--- src/rtl/mem_arbiter_pkg.sv ---
// Shared types and defaults for the fetch/data memory arbiter.
package mem_arbiter_pkg;

  typedef enum logic [1:0] {
    ST_IDLE  = 2'd0,
    ST_ISSUE = 2'd1,
    ST_WAIT  = 2'd2,
    ST_DONE  = 2'd3
  } state_e;

  typedef enum logic {
    OWN_I = 1'b0,
    OWN_D = 1'b1
  } owner_e;

  localparam int DEF_DATA_WIDTH  = 32;
  localparam int DEF_ADDR_WIDTH  = 32;
  localparam int DEF_MEM_LATENCY = 2;

  // Data first, but alternate when both ports keep requesting.
  function automatic owner_e pick_owner(input logic i_req, input logic d_req, input owner_e last);
    owner_e win;
    if (i_req && d_req) begin
      win = (last == OWN_D) ? OWN_I : OWN_D;
    end else if (d_req) begin
      win = OWN_D;
    end else begin
      win = OWN_I;
    end
    return win;
  endfunction

endpackage

--- src/rtl/mem_arbiter_if.sv ---
// Core-side request/response and memory-side bus signals of the memory arbiter.
interface mem_arbiter_if
  import mem_arbiter_pkg::*;
#(
  parameter int DATA_WIDTH = DEF_DATA_WIDTH,
  parameter int ADDR_WIDTH = DEF_ADDR_WIDTH
);

  logic                  i_req;
  logic [ADDR_WIDTH-1:0] i_adr;
  logic [DATA_WIDTH-1:0] i_rdata;
  logic                  i_ready;

  logic                  d_read;
  logic                  d_write;
  logic [ADDR_WIDTH-1:0] d_adr;
  logic [DATA_WIDTH-1:0] d_wdata;
  logic [DATA_WIDTH-1:0] d_rdata;
  logic                  d_ready;

  logic [ADDR_WIDTH-1:0] m_adr;
  logic [DATA_WIDTH-1:0] m_wdata;
  logic                  m_read;
  logic                  m_write;
  logic [DATA_WIDTH-1:0] m_rdata;

  logic                  stall;

  modport slave (
    input  i_req, i_adr, d_read, d_write, d_adr, d_wdata, m_rdata,
    output i_rdata, i_ready, d_rdata, d_ready, m_adr, m_wdata, m_read, m_write, stall
  );

  modport master (
    output i_req, i_adr, d_read, d_write, d_adr, d_wdata, m_rdata,
    input  i_rdata, i_ready, d_rdata, d_ready, m_adr, m_wdata, m_read, m_write, stall
  );

endinterface

--- src/rtl/mem_arbiter_lat_counter.sv ---
// Down-counter timing the memory latency; flags zero, saturates at zero.
module lat_counter #(
  parameter int WIDTH = 2
) (
  input  logic             clk,
  input  logic             reset,
  input  logic             load,
  input  logic             dec,
  input  logic [WIDTH-1:0] load_val,
  output logic             zero
);

  logic [WIDTH-1:0] cnt_q, cnt_d;

  always_comb begin
    cnt_d = cnt_q;
    if (load) begin
      cnt_d = load_val;
    end else if (dec && (cnt_q != '0)) begin
      cnt_d = cnt_q - WIDTH'(1);
    end
  end

  always_ff @(posedge clk) begin
    if (reset) begin
      cnt_q <= '0;
    end else begin
      cnt_q <= cnt_d;
    end
  end

  assign zero = (cnt_q == '0);

endmodule

--- src/rtl/mem_arbiter.sv ---
// Shares one fixed-latency single-port memory between the fetch and data ports.
// state    | meaning
// ST_IDLE  | pick owner, latch address/data/direction
// ST_ISSUE | memory strobe high, latency counter loaded
// ST_WAIT  | count down, capture read data at zero
// ST_DONE  | owner's ready pulse
module mem_arbiter
  import mem_arbiter_pkg::*;
#(
  parameter int DATA_WIDTH  = DEF_DATA_WIDTH,
  parameter int ADDR_WIDTH  = DEF_ADDR_WIDTH,
  parameter int MEM_LATENCY = DEF_MEM_LATENCY
) (
  input logic          clk,
  input logic          reset,
  mem_arbiter_if.slave bus
);

  localparam int CNT_W = $clog2(MEM_LATENCY + 1);
  localparam logic [CNT_W-1:0] CNT_LOAD = CNT_W'(MEM_LATENCY - 1);

  state_e                state_q, state_d;
  owner_e                owner_q, owner_d;
  owner_e                last_q, last_d;
  logic                  is_write_q, is_write_d;
  logic [ADDR_WIDTH-1:0] m_adr_q, m_adr_d;
  logic [DATA_WIDTH-1:0] m_wdata_q, m_wdata_d;
  logic                  m_read_q, m_read_d;
  logic                  m_write_q, m_write_d;
  logic [DATA_WIDTH-1:0] i_rdata_q, i_rdata_d;
  logic [DATA_WIDTH-1:0] d_rdata_q, d_rdata_d;
  logic                  i_ready_q, i_ready_d;
  logic                  d_ready_q, d_ready_d;

  logic   d_req;
  logic   cnt_load, cnt_dec, cnt_zero;
  owner_e grant;

  assign d_req = bus.d_read | bus.d_write;

  always_comb begin
    state_d    = state_q;
    owner_d    = owner_q;
    last_d     = last_q;
    is_write_d = is_write_q;
    m_adr_d    = m_adr_q;
    m_wdata_d  = m_wdata_q;
    i_rdata_d  = i_rdata_q;
    d_rdata_d  = d_rdata_q;
    m_read_d   = 1'b0;
    m_write_d  = 1'b0;
    i_ready_d  = 1'b0;
    d_ready_d  = 1'b0;
    cnt_load   = 1'b0;
    cnt_dec    = 1'b0;
    grant      = pick_owner(bus.i_req, d_req, last_q);

    case (state_q)
      ST_IDLE: begin
        if (bus.i_req || d_req) begin
          owner_d = grant;
          last_d  = grant;
          if (grant == OWN_D) begin
            m_adr_d    = bus.d_adr;
            m_wdata_d  = bus.d_wdata;
            is_write_d = bus.d_write;
          end else begin
            m_adr_d    = bus.i_adr;
            m_wdata_d  = '0;
            is_write_d = 1'b0;
          end
          // Strobes are registered so they appear exactly in the ISSUE cycle.
          m_read_d  = ~is_write_d;
          m_write_d = is_write_d;
          state_d   = ST_ISSUE;
        end
      end
      ST_ISSUE: begin
        cnt_load = 1'b1;
        state_d  = ST_WAIT;
      end
      ST_WAIT: begin
        if (cnt_zero) begin
          if (owner_q == OWN_D) begin
            d_ready_d = 1'b1;
            if (!is_write_q) begin
              d_rdata_d = bus.m_rdata;
            end
          end else begin
            i_ready_d = 1'b1;
            i_rdata_d = bus.m_rdata;
          end
          state_d = ST_DONE;
        end else begin
          cnt_dec = 1'b1;
        end
      end
      ST_DONE: begin
        state_d = ST_IDLE;
      end
      default: begin
        state_d = ST_IDLE;
      end
    endcase
  end

  always_ff @(posedge clk) begin
    if (reset) begin
      state_q    <= ST_IDLE;
      owner_q    <= OWN_I;
      last_q     <= OWN_I;
      is_write_q <= 1'b0;
      m_adr_q    <= '0;
      m_wdata_q  <= '0;
      m_read_q   <= 1'b0;
      m_write_q  <= 1'b0;
      i_rdata_q  <= '0;
      d_rdata_q  <= '0;
      i_ready_q  <= 1'b0;
      d_ready_q  <= 1'b0;
    end else begin
      state_q    <= state_d;
      owner_q    <= owner_d;
      last_q     <= last_d;
      is_write_q <= is_write_d;
      m_adr_q    <= m_adr_d;
      m_wdata_q  <= m_wdata_d;
      m_read_q   <= m_read_d;
      m_write_q  <= m_write_d;
      i_rdata_q  <= i_rdata_d;
      d_rdata_q  <= d_rdata_d;
      i_ready_q  <= i_ready_d;
      d_ready_q  <= d_ready_d;
    end
  end

  lat_counter #(
    .WIDTH(CNT_W)
  ) u_lat_counter (
    .clk     (clk),
    .reset   (reset),
    .load    (cnt_load),
    .dec     (cnt_dec),
    .load_val(CNT_LOAD),
    .zero    (cnt_zero)
  );

  assign bus.m_adr   = m_adr_q;
  assign bus.m_wdata = m_wdata_q;
  assign bus.m_read  = m_read_q;
  assign bus.m_write = m_write_q;
  assign bus.i_rdata = i_rdata_q;
  assign bus.d_rdata = d_rdata_q;
  assign bus.i_ready = i_ready_q;
  assign bus.d_ready = d_ready_q;
  assign bus.stall   = (bus.i_req & ~i_ready_q) | (d_req & ~d_ready_q);

endmodule

--- src/flat_wrapper.sv ---
// flat-port wrapper written by rule: the top's interface ports become plain ports
module mem_arbiter_flat import mem_arbiter_pkg::*;
#(
  parameter int DATA_WIDTH  = DEF_DATA_WIDTH,
  parameter int ADDR_WIDTH  = DEF_ADDR_WIDTH,
  parameter int MEM_LATENCY = DEF_MEM_LATENCY
)
  (clk, reset, bus_i_req, bus_i_adr, bus_d_read, bus_d_write, bus_d_adr, bus_d_wdata, bus_m_rdata, bus_i_rdata, bus_i_ready, bus_d_rdata, bus_d_ready, bus_m_adr, bus_m_wdata, bus_m_read, bus_m_write, bus_stall);
  mem_arbiter_if #(.DATA_WIDTH(DATA_WIDTH), .ADDR_WIDTH(ADDR_WIDTH)) bus_i ();
  input logic clk;
  input logic reset;
  input wire logic [$bits(bus_i.i_req)-1:0] bus_i_req;
  input wire logic [$bits(bus_i.i_adr)-1:0] bus_i_adr;
  input wire logic [$bits(bus_i.d_read)-1:0] bus_d_read;
  input wire logic [$bits(bus_i.d_write)-1:0] bus_d_write;
  input wire logic [$bits(bus_i.d_adr)-1:0] bus_d_adr;
  input wire logic [$bits(bus_i.d_wdata)-1:0] bus_d_wdata;
  input wire logic [$bits(bus_i.m_rdata)-1:0] bus_m_rdata;
  output wire logic [$bits(bus_i.i_rdata)-1:0] bus_i_rdata;
  output wire logic [$bits(bus_i.i_ready)-1:0] bus_i_ready;
  output wire logic [$bits(bus_i.d_rdata)-1:0] bus_d_rdata;
  output wire logic [$bits(bus_i.d_ready)-1:0] bus_d_ready;
  output wire logic [$bits(bus_i.m_adr)-1:0] bus_m_adr;
  output wire logic [$bits(bus_i.m_wdata)-1:0] bus_m_wdata;
  output wire logic [$bits(bus_i.m_read)-1:0] bus_m_read;
  output wire logic [$bits(bus_i.m_write)-1:0] bus_m_write;
  output wire logic [$bits(bus_i.stall)-1:0] bus_stall;
  assign bus_i.i_req = bus_i_req;
  assign bus_i.i_adr = bus_i_adr;
  assign bus_i.d_read = bus_d_read;
  assign bus_i.d_write = bus_d_write;
  assign bus_i.d_adr = bus_d_adr;
  assign bus_i.d_wdata = bus_d_wdata;
  assign bus_i.m_rdata = bus_m_rdata;
  assign bus_i_rdata = bus_i.i_rdata;
  assign bus_i_ready = bus_i.i_ready;
  assign bus_d_rdata = bus_i.d_rdata;
  assign bus_d_ready = bus_i.d_ready;
  assign bus_m_adr = bus_i.m_adr;
  assign bus_m_wdata = bus_i.m_wdata;
  assign bus_m_read = bus_i.m_read;
  assign bus_m_write = bus_i.m_write;
  assign bus_stall = bus_i.stall;
  mem_arbiter #(.DATA_WIDTH(DATA_WIDTH), .ADDR_WIDTH(ADDR_WIDTH), .MEM_LATENCY(MEM_LATENCY)) u_core (.clk(clk), .reset(reset), .bus(bus_i));
endmodule
--- config.mk ---
export PLATFORM = sky130hd
export DESIGN_NAME = mem_arbiter_flat
export DESIGN_NICKNAME = d
export VERILOG_FILES = /design/src/rtl/mem_arbiter_pkg.sv /design/src/rtl/mem_arbiter_if.sv /design/src/rtl/mem_arbiter_lat_counter.sv /design/src/rtl/mem_arbiter.sv /design/src/flat_wrapper.sv
export SDC_FILE = /design/constraint.sdc
export NUM_CORES = 1
export LEC_CHECK = 0
export CAP_MARGIN = 30
export CORE_UTILIZATION = 35
export CTS_CLUSTER_DIAMETER = 80
export DETAILED_ROUTE_END_ITERATION = 16
export PLACE_DENSITY = 0.82
export SYNTH_ARGS = -nofsm -noshare
export SYNTH_HDL_FRONTEND = slang
export SYNTH_SLANG_ARGS = --single-unit
--- constraint.sdc ---
create_clock -name clk -period 1.33 [get_ports clk]
set_input_delay 0.266 -clock clk [delete_from_list [all_inputs] [get_ports clk]]
set_output_delay 0.266 -clock clk [all_outputs]
set_load 0.01 [all_outputs]
# After elaboration in Yosys (flattened, before gate mapping)
# Index checks and enable logic that the tools add are counted.
dict set report classes {
  eq_ne 5
  n_addsub 1
  reduce_logical 14
  n_bitwise 13
  mux 17
}
# operator count
set op_table {}
lappend op_table {{$mux 32} 2}
lappend op_table {{$mux 1} 12}
lappend op_table {{$not 1->1} 9}
lappend op_table {{$pmux 2 s4} 1}
lappend op_table {{$reduce_or 3->1} 2}
lappend op_table {{$eq 2x2->1 const B} 2}
lappend op_table {{$logic_not 2->1} 2}
lappend op_table {{$mux 2} 2}
lappend op_table {{$ne 2x1->1 const B} 2}
lappend op_table {{$reduce_and 2->1} 2}
lappend op_table {{$reduce_and 4->1} 1}
lappend op_table {{$reduce_bool 2->1} 2}
lappend op_table {{$reduce_and 3->1} 1}
lappend op_table {{$and 1x1->1} 2}
lappend op_table {{$eq 2x1->1 const B} 1}
lappend op_table {{$logic_and 1x1->1} 2}
lappend op_table {{$or 1x1->1} 2}
lappend op_table {{$reduce_or 2->1} 1}
lappend op_table {{$sub 2x1->2 const B} 1}
lappend op_table {{$logic_or 1x1->1} 1}
dict set report totals {
  in_bits 133
  output_inout_bits 133
  word_cells 63
  register_bits 138
}

# Longest topological paths before layout
# Gate-level depths: netlist of run 1.
dict set report logic_depth {
  ltp_word 7
  mapped_depth 7
  ltp_nobuf 5
}

# Hierarchy
# From an unflattened synthesis of run 1, not the netlist that was laid out.
dict set report hier_totals {
  hier_cells 512
  area_unflattened_um2 4976.0
}
# module seq_area_each_um2 area_per_inst_um2 n_inst cells_each
set by_module_without_submodules {}
lappend by_module_without_submodules {mem_arbiter 2722.6 4849.7 1 498}
lappend by_module_without_submodules {lat_counter 40.0 126.4 1 14}

# Least setup slack after synthesis of run 1
# No wires, ideal clock.
dict set report synth_timing {
  path_type {reg2reg}
  from {register u_core.state_q[0]}
  to {register u_core.state_q[1]}
  arrival_time_ns 1.369
  setup_time_ns 0.070
  path_buffers 0
  stages_incl_launch_ff 6
  synth_period_minus_slack_ns 1.440
  slack_ns -0.110
  required_ns 1.260
  cell_sequence {dfxtp_1 inv_1 ha_1 or4b_1 a21o_1 a21oi_1}
}
dict set report synth_between {
  elab_chain_cells 3
  elab_cells_between_ends 8
  cone_classes {eq/ne (5); mux (1); reduce/logical (2)}
}
# item line_no
set synth_lines {}
lappend synth_lines {{start: declaration} mem_arbiter.sv:22} ;# state_e state_q, state_d;
lappend synth_lines {{start signal: assignment} mem_arbiter.sv:122} ;# state_q <= state_d;
lappend synth_lines {{$eq 2x2->1 / $logic_not 2->1 (equally long branches)} mem_arbiter.sv:58} ;# case (state_q)
lappend synth_lines {{$ne 2x1->1 (no source line)} n/a}
lappend synth_lines {{$reduce_and 2->1 (no source line)} n/a}
# Parallel ways exist; a longest one is shown, timed or not.
# A chain may end at the register's enable or synchronous reset.

# Worst setup path in the final report of run 1
# Ends and elaborated chain as after synthesis.

==> results.ini, run 1 <==
[die]
row_count=43
fp.dieW_um=121.1
die_h_um=121.1
die_area_um2=14650
initial_utilization=0.3588
io_pins=266
coreArea_um2=13830

[worst_setup_path]
cp.buffers_inverters=1
critPathTopFamily=simple AND/OR/NAND/NOR gates
worst-setup-path-type=reg2reg
crit_path_max_incr_delay_ns=0.50
path_cells=inv_4 > ha_4 > or4b_4 > a21o_1 > a21oi_2
critical_path_required_ns=1.67
endpoint_kind=register
path_max_fanout=4
start_kind=register
crit_slowest_cell=or4b_4
crit_arrival_ns=1.78

[clock_network]
cts_buffers=17
ctsHoldBuffers=0
clkTransAtPathRegs_ns=0.05
cts_tree=built
cts_sinks=138
cts.path.max_buffers=2
cts_max_level=4
insertion_delay_ns=0.41
root_buffer=clkbuf_16

[sta]
hold_viol_final=0
setup_tns_ns=-6.243
timing.slew.headroom=0.7467
fmax_ghz=0.6928
period_share=1.085
setup_viol=123
post-route-min-period_ns=1.444
worst_pin_slew_ns=0.3799
drv_slew=0
hold_ws_ns=0.2514
rsz0062_at_grt=true
fin_skew_ns=0.007915
worst_slack_ns=-0.1135

[power_and_ir_drop]
p_leak_nw=3.910
p_sw_mw=5.336
seqPwrFrac=0.333
power.share.switching=0.3184
peakVddDrop_mv=1.023
internal-power_mw=11.42
power_density_nw_per_um2=1799
finalPower_mw=16.76
combPwrFrac=0.393
power_frac_clock=0.274

[detailed_routing]
drt_pass1_iterations=4
ant_nets=0
viasPerCell=4.934
vias=4929
wire_per_inst_um=16.87
drt-total-wl_um=16860
route.detailed.drc=0
drtIter0Drc=336

[outcome]
status=finished with violations
violations=negative setup slack

[yosys]
syn_area_per_cell_um2=9.727
yosysSeqAreaShare=0.5569
netlist_area_um2=4961
synth-seq-cells=138
synthXorXnorAreaFrac=0.001765
synth_compound_area_frac=0.1962
ys.warnings.count=0
synthAdderAreaFrac=0.01513
synth_nets=649
synth-simple-area-share=0.1221
ys_types=34
async_flop_share=0
syn-instance-count=510
synth_top_family_by_area=compound AO/OA/AOI/OAI gates
synth_ff_type=dfxtp_1
synth.area.mux_share=0.06456
synth_edf_count=0

[global_routing]
grt_max_degree=39
grt_usage=0.2308
overflow=0
antenna_found_initial=1
grt_pass1_wl_um=25560
grt_pass1_vias=4807

[cells_and_area]
fin_nets=946
area_growth_pct=87.74
multi_input_comb_area_um2=2434
nFillCells=1075
layout-drive-gt1-share=0.2372
layout.area.seq_um2=2771

[place]
place.gp.congestion=0.7431
post-place-ws_ns=-0.6218
hpwlAfterDp_um=10210
port_buffers=265

[run]
maxCapViolCount=0

[min_path]
hold_class=in2reg

[per-stage QoR]
stage	std cells	util	instance area, um^2
6_report	999	0.6736	9314
2_1_floorplan	510	-	5000
3_5_place_dp	944	0.5792	8009
3_3_place_gp	944	0.5792	8009
4_1_cts	1000	0.6665	9216
5_1_grt	999	0.6736	9314
[cells in the final DEF (no fill, tap or decap), drive strengths merged, types with 6 or more instances in the layout]
| cell | synthesis | routed |
|---|---|---|
| a21oi | 68 | 68 |
| a22o | 32 | 32 |
| buf | 25 | 55 |
| clkbuf | 14 | 38 |
| clkdlybuf4s15 | 0 | 37 |
| clkdlybuf4s50 | 0 | 128 |
| dfxtp | 138 | 138 |
| dlygate4sd2 | 0 | 81 |
| ha | 6 | 6 |
| inv | 6 | 6 |
| mux2i | 32 | 32 |
| nand2 | 131 | 131 |
| o2bb2ai | 34 | 34 |
[per-layer routing]
metal  GRT usage  vias up  wire, um
met3     0.08271       27      1355
li1            -     2376         -
met5           0        -         0
met1      0.2716     2331      6836
met2      0.3821      195      8280
met4     0.08873        0       382
[power groups by stage]
stage / sequential (mW) / clock (mW) / combinational, mW
global placement: 5.56 / 0 / 5.31
CTS: 5.55 / 4.66 / 6.52
detailed placement: 5.56 / 0 / 5.39
floorplan: 5.91 / 0 / 2.07
finish: 5.59 / 4.59 / 6.58
global route: 5.68 / 4.83 / 7.01
[Yosys cell counts, drive strengths merged (2+ instances only)]
library cell / count / area share
dfxtp: 138 / 0.56
nand2: 131 / 0.099
a21oi: 68 / 0.069
o2bb2ai: 34 / 0.061
a22o: 32 / 0.056
mux2i: 32 / 0.065
buf: 25 / 0.028
clkbuf: 14 / 0.011
ha: 6 / 0.015
inv: 6 / 0.0045
nor2: 4 / 0.0030
a21o: 2 / 0.0030
nand3: 2 / 0.0020
nor3b: 2 / 0.0040
[sequential cells by signal, indices dropped and copies added, names as in the netlist]
signal and cells:
u_core.last_q 1, u_core.bus.m_read 1, u_core.bus.m_write 1, u_core.bus.i_rdata 32
u_core.bus.m_adr 32, u_core.bus.d_ready 1, u_core.bus.i_ready 1, u_core.u_lat_counter.cnt_q 2
u_core.bus.m_wdata 32, u_core.bus.d_rdata 32, u_core.is_write_q 1, u_core.state_q 2
[logic make-up after synthesis]
family,Yosys count
adder cells (fa/ha/maj),6
AO/OA/AOI/OAI,140
AND/OR/NAND/NOR,148
XOR/XNOR,1
multiplexers,32
flip-flops,138
buffers and inverters,45
[worst min-delay path, stage by stage]
cell and delay, ns:
buf_2 0.16, inv_1 0.09, o21a_1 0.11
[final timing paths]
path | start | end | slack (ns) | cells after the start
worst max-delay path | u_core.state_q[0]$_SDFFE_PP0P_ | u_core.state_q[1]$_SDFFE_PP0P_ | -0.11 | 5
worst min-delay path | reset | u_core.u_lat_counter.cnt_q[0]$_SDFFE_PP0P_ | 0.25 | 3
worst max register to register | u_core.state_q[0]$_SDFFE_PP0P_ | u_core.state_q[1]$_SDFFE_PP0P_ | -0.11 | 5
worst min register to register | u_core.bus.d_rdata[30]$_SDFFE_PP0P_ | u_core.bus.d_rdata[30]$_SDFFE_PP0P_ | 0.45 | 2
[layout make-up]
type,count,area share
diodes,1,0.0002687
well taps,180,0.02418
inverters,6,0.002687
flip-flops and latches,138,0.2976
clock inverters,8,0.01021
repair buffers,317,0.3529
clock buffers,22,0.05091
multi-input cells,327,0.2613
[repair_timing]
action | CTS | global route
gates resized for setup | 247 | 108
buffers inserted | 12 | 4
pin swaps | 23 | 13
setup endpoints to repair | 267 | 186
gates cloned | 14 | 1
Power figures use the tool's default switching activity.
==> run 2: changes to the inputs <==
CORE_MARGIN = 2   (was not set)
GPL_ROUTABILITY_DRIVEN = 1   (was not set)
PLACE_DENSITY = 0.81   (was 0.82)
==> results.ini, run 2 (synthesis gave the netlist of run 1 again) <==
[outcome]
status=finished with violations
violations=negative setup slack

[detailed_routing]
wire_per_inst_um=17.21
route.detailed.drc=0
viasPerCell=4.938
ant_nets=0
vias=4938
drt_pass1_iterations=5
drtIter0Drc=214
drt-total-wl_um=17210

[power_and_ir_drop]
power_frac_clock=0.288
p_sw_mw=5.359
internal-power_mw=11.86
combPwrFrac=0.386
seqPwrFrac=0.327
finalPower_mw=17.22
power_density_nw_per_um2=1800
p_leak_nw=4.083
peakVddDrop_mv=0.9236
power.share.switching=0.3112

[worst_setup_path]
ff2ff_path_depth=7
path_cells=inv_4 > ha_4 > buf_12 > nor3b_4 > buf_6 > clkbuf_16 > a22o_1
path_max_fanout=8
crit_start=u_core.state_q[0]$_SDFFE_PP0P_
start_kind=register
crit_arrival_ns=1.84
critical_path_required_ns=1.68
crit_slowest_cell=dfxtp_2
timing.rr.start=u_core.state_q[0]$_SDFFE_PP0P_
worst-setup-path-type=reg2reg
endpoint_kind=register
crit_path_max_incr_delay_ns=0.33

[clock_network]
cts_max_level=4
cts_tree=built
cts_sinks=138
clkTransAtPathRegs_ns=0.05
cts_buffers=17
cts.path.max_buffers=2
root_buffer=clkbuf_16
insertion_delay_ns=0.41

[cells_and_area]
area_growth_pct=92.84
fin_nets=948
final_cell_mix=132 x dfxtp_1, 128 x clkdlybuf4s50_1, 99 x nand2_1
layout-drive-gt1-share=0.2963
mostFrequentLayoutCell=dfxtp_1
insertedDiodeCount=0
nFillCells=1027

[sta]
drv_slew=0
hold_viol_final=0
fin_skew_ns=0.007037
worst_slack_ns=-0.1613
hold_ws_ns=0.3168
setup_viol=130
rsz0062_at_grt=true
period_share=1.121
post-route-min-period_ns=1.491
worst_pin_slew_ns=0.3152
timing.slew.headroom=0.7897
fmax_ghz=0.6705

[die]
row_count=43
initial_utilization=0.3574
die_h_um=123.1
coreArea_um2=13880
fp.dieW_um=123.1
die_area_um2=15140
io_pins=266

[place]
hpwlAfterDp_um=10700
place.gp.congestion=0.7583
port_buffers=265
post-place-ws_ns=-0.6920

[run]
maxCapViolCount=0

[global_routing]
grt_pass1_vias=4684
grt_max_degree=45
grt_pass1_wl_um=23620
overflow=0
antenna_found_initial=0
grt_usage=0.2019

[min_path]
hp-start=reset
hold_path_depth=3
hold_class=in2reg

==> run 2: changes by cell type in the layout (fill, tap and decap cells not counted), sizes merged <==
cell,delta
dlygate4sd2,-26
clkbuf,+16
clkdlybuf4s15,+15
buf,-4
bufinv,+2
bufbuf,+1
clkinv,-1
clkinvlp,-1
diode,-1
==> run 2: routing by layer <==
layer,vias to the layer above,GRT usage,wire length [um]
met5,-,0,0
met4,0,0.06179,207
met3,16,0.07841,1291
met2,185,0.3522,8856
met1,2351,0.2272,6858
li1,2386,-,-
==> run 2: critical path: cells and delay by family (launching register included) <==
family          cells  cell delay, ns
flops               1            0.33
buf+inv             4            0.51
fa+ha+maj           1            0.15
simple gates        1            0.31
compound gates      1            0.13
==> run 2: final cells by class <==
cell class                 instances  area [um^2]  share of cell area
tap                              180        225.2             0.02354
timing repair buffer             319         3266              0.3414
clock inverter                     8        142.6             0.01491
clock buffer                      22        474.2             0.04957
multi-input combinational        327         2661              0.2782
sequential                       138         2773              0.2898
inverter                           6        25.02            0.002616
==> run 2: worst paths after layout <==
path / end / slack [ns]
hold / removal: u_core.u_lat_counter.cnt_q[0]$_SDFFE_PP0P_ / 0.32
hold reg to reg: u_core.bus.i_rdata[11]$_SDFFE_PP0P_ / 0.45
setup reg to reg: u_core.bus.m_wdata[18]$_SDFFE_PP0P_ / -0.16
setup / recovery: u_core.bus.m_wdata[18]$_SDFFE_PP0P_ / -0.16
==> run 2: power by group through the flow <==
| stage | Combinational [mW] | Clock [mW] | Sequential [mW] |
|---|---|---|---|
| global placement | 5.34 | 0 | 5.59 |
| global route | 7.07 | 5.19 | 5.71 |
| floorplan | 2.07 | 0 | 5.91 |
| detailed placement | 5.40 | 0 | 5.60 |
| finish | 6.64 | 4.95 | 5.63 |
| CTS | 5.55 | 5.02 | 5.51 |
==> run 2: what timing repair did <==
| action | in CTS | in global routing |
|---|---|---|
| setup endpoints to repair | 269 | 199 |
| buffers inserted | 3 | 10 |
| hold buffers | 0 | 0 |
| gates resized for setup | 173 | 255 |
| gates cloned | 6 | 9 |
| pin swaps | 5 | 59 |
==> run 2: per-stage QoR <==
step / cells / cell area (um^2) / utilization / setup TNS (ns)
after global routing: 1000 / 9567 / 0.6892 / -15.21
final: 1000 / 9567 / 0.6892 / -8.390
after global placement: 943 / 8026 / 0.5782 / -39.74
after detailed placement: 943 / 8026 / 0.5782 / -45.07
after floorplan: 510 / 5000 / - / -0.01621
after CTS: 982 / 8732 / 0.6291 / -7.707
==> run 3: changes to the inputs <==
CTS_BUF_LIST = sky130_fd_sc_hd__clkbuf_8 sky130_fd_sc_hd__clkbuf_16   (was not set)
==> results.ini, run 3 (synthesis gave the netlist of run 1 again) <==
[cells_and_area]
insertedDiodeCount=0
fin_nets=948
final_cell_mix=132 x dfxtp_1, 128 x clkdlybuf4s50_1, 99 x nand2_1
area_growth_pct=92.84
layout-drive-gt1-share=0.2963
mostFrequentLayoutCell=dfxtp_1
final_util=0.6892

[global_routing]
grt_usage=0.2019
antenna_found_initial=0
grt_max_degree=45
overflow=0
grt_pass1_wl_um=23620
grt_pass1_vias=4684

[sta]
drv_slew=0
hold_viol_final=0
timing.slew.headroom=0.7891
post-route-min-period_ns=1.491
period_share=1.121
fin_skew_ns=0.006922
setup_viol=130
worst_slack_ns=-0.1607
setup_tns_ns=-8.320
fmax_ghz=0.6708
rsz0062_at_grt=true
worst_pin_slew_ns=0.3160

[detailed_routing]
viasPerCell=4.949
ant_nets=0
drt-total-wl_um=17220
drt_pass1_iterations=4
vias=4949
wire_per_inst_um=17.22
drtIter0Drc=211
route.detailed.drc=0

[die]
initial_utilization=0.3574
coreArea_um2=13880
die_h_um=123.1
io_pins=266
row_count=43
die_area_um2=15140
fp.dieW_um=123.1

[clock_network]
ctsHoldBuffers=0
root_buffer=clkbuf_16
insertion_delay_ns=0.41
cts_sinks=138
cts_buffers=17
cts.path.max_buffers=2
cts_tree=built
clkTransAtPathRegs_ns=0.05
cts_max_level=4

[min_path]
hold_class=in2reg

[power_and_ir_drop]
peakVddDrop_mv=0.9249
power_density_nw_per_um2=1799
finalPower_mw=17.21
p_leak_nw=4.091

[worst_setup_path]
cp.buffers_inverters=4
worst-setup-path-type=reg2reg
path_max_fanout=8
endpoint_kind=register
crit_slowest_cell=dfxtp_2
critPathTopFamily=buffers and inverters
critical_path_required_ns=1.68
crit_path_max_incr_delay_ns=0.33
start_kind=register
crit_arrival_ns=1.84
path_cells=inv_4 > ha_4 > buf_12 > nor3b_4 > buf_6 > clkbuf_16 > a22o_1

[outcome]
violations=negative setup slack
status=finished with violations

[run]
maxCapViolCount=0

[place]
post-place-ws_ns=-0.6920
place.gp.congestion=0.7583
hpwlAfterDp_um=10700
port_buffers=265

run 3: routing by layer:
layer	track usage	share of wire	up-vias
met3	0.07841	0.077	16
li1	-	-	2386
met5	0	0	-
met1	0.2272	0.40	2355
met2	0.3522	0.51	192
met4	0.06179	0.012	0
run 3: repair_timing:
action                                  4_1_cts  5_1_grt
endpoints found under the setup margin      269      199
pin swaps                                     5       59
buffers inserted                              3       10
gates resized for setup                     173      255
cloned                                        6        9
run 3: report_power, final:
part           switching [mW]  internal (mW)
Sequential              0.572           5.05
Clock                    1.70           3.24
Combinational            3.09           3.55
Total                    5.36           11.8
run 3: per-stage QoR:
stage	instance area, um^2	hold slack (ns)	cells
5_1_grt	9567	0.3662	1000
2_1_floorplan	5000	0.3579	510
3_5_place_dp	8026	0.4455	943
6_report	9567	0.3161	1000
4_1_cts	8732	0.3074	982
3_3_place_gp	8026	0.4403	943
run 3: worst register-to-register path: cells and delay by family, from the launching register on:
kind	cells	cell delay, ns
compound gates	1	0.13
fa+ha+maj	1	0.15
buf+inv	4	0.51
flops	1	0.33
simple gates	1	0.31
run 3: final cells by class:
class	instances	area, um^2
Multi-Input combinational cell	327	2661
Inverter	6	25.02
Tap cell	180	225.2
Timing Repair Buffer	319	3266
Clock buffer	20	466.7
Clock inverter	10	150.1
Fill cell	1027	4314
Sequential cell	138	2773
run 3: final timing paths:
kind                                             from                                         end  slack [ns]  depth (start not counted)
hold / removal                                  reset  u_core.u_lat_counter.cnt_q[0]$_SDFFE_PP0P_        0.32                          3
setup reg to reg       u_core.state_q[0]$_SDFFE_PP0P_         u_core.bus.m_wdata[18]$_SDFFE_PP0P_       -0.16                          7
hold reg to reg   u_core.bus.i_rdata[11]$_SDFFE_PP0P_         u_core.bus.i_rdata[11]$_SDFFE_PP0P_        0.45                          2
setup / recovery       u_core.state_q[0]$_SDFFE_PP0P_         u_core.bus.m_wdata[18]$_SDFFE_PP0P_       -0.16                          7
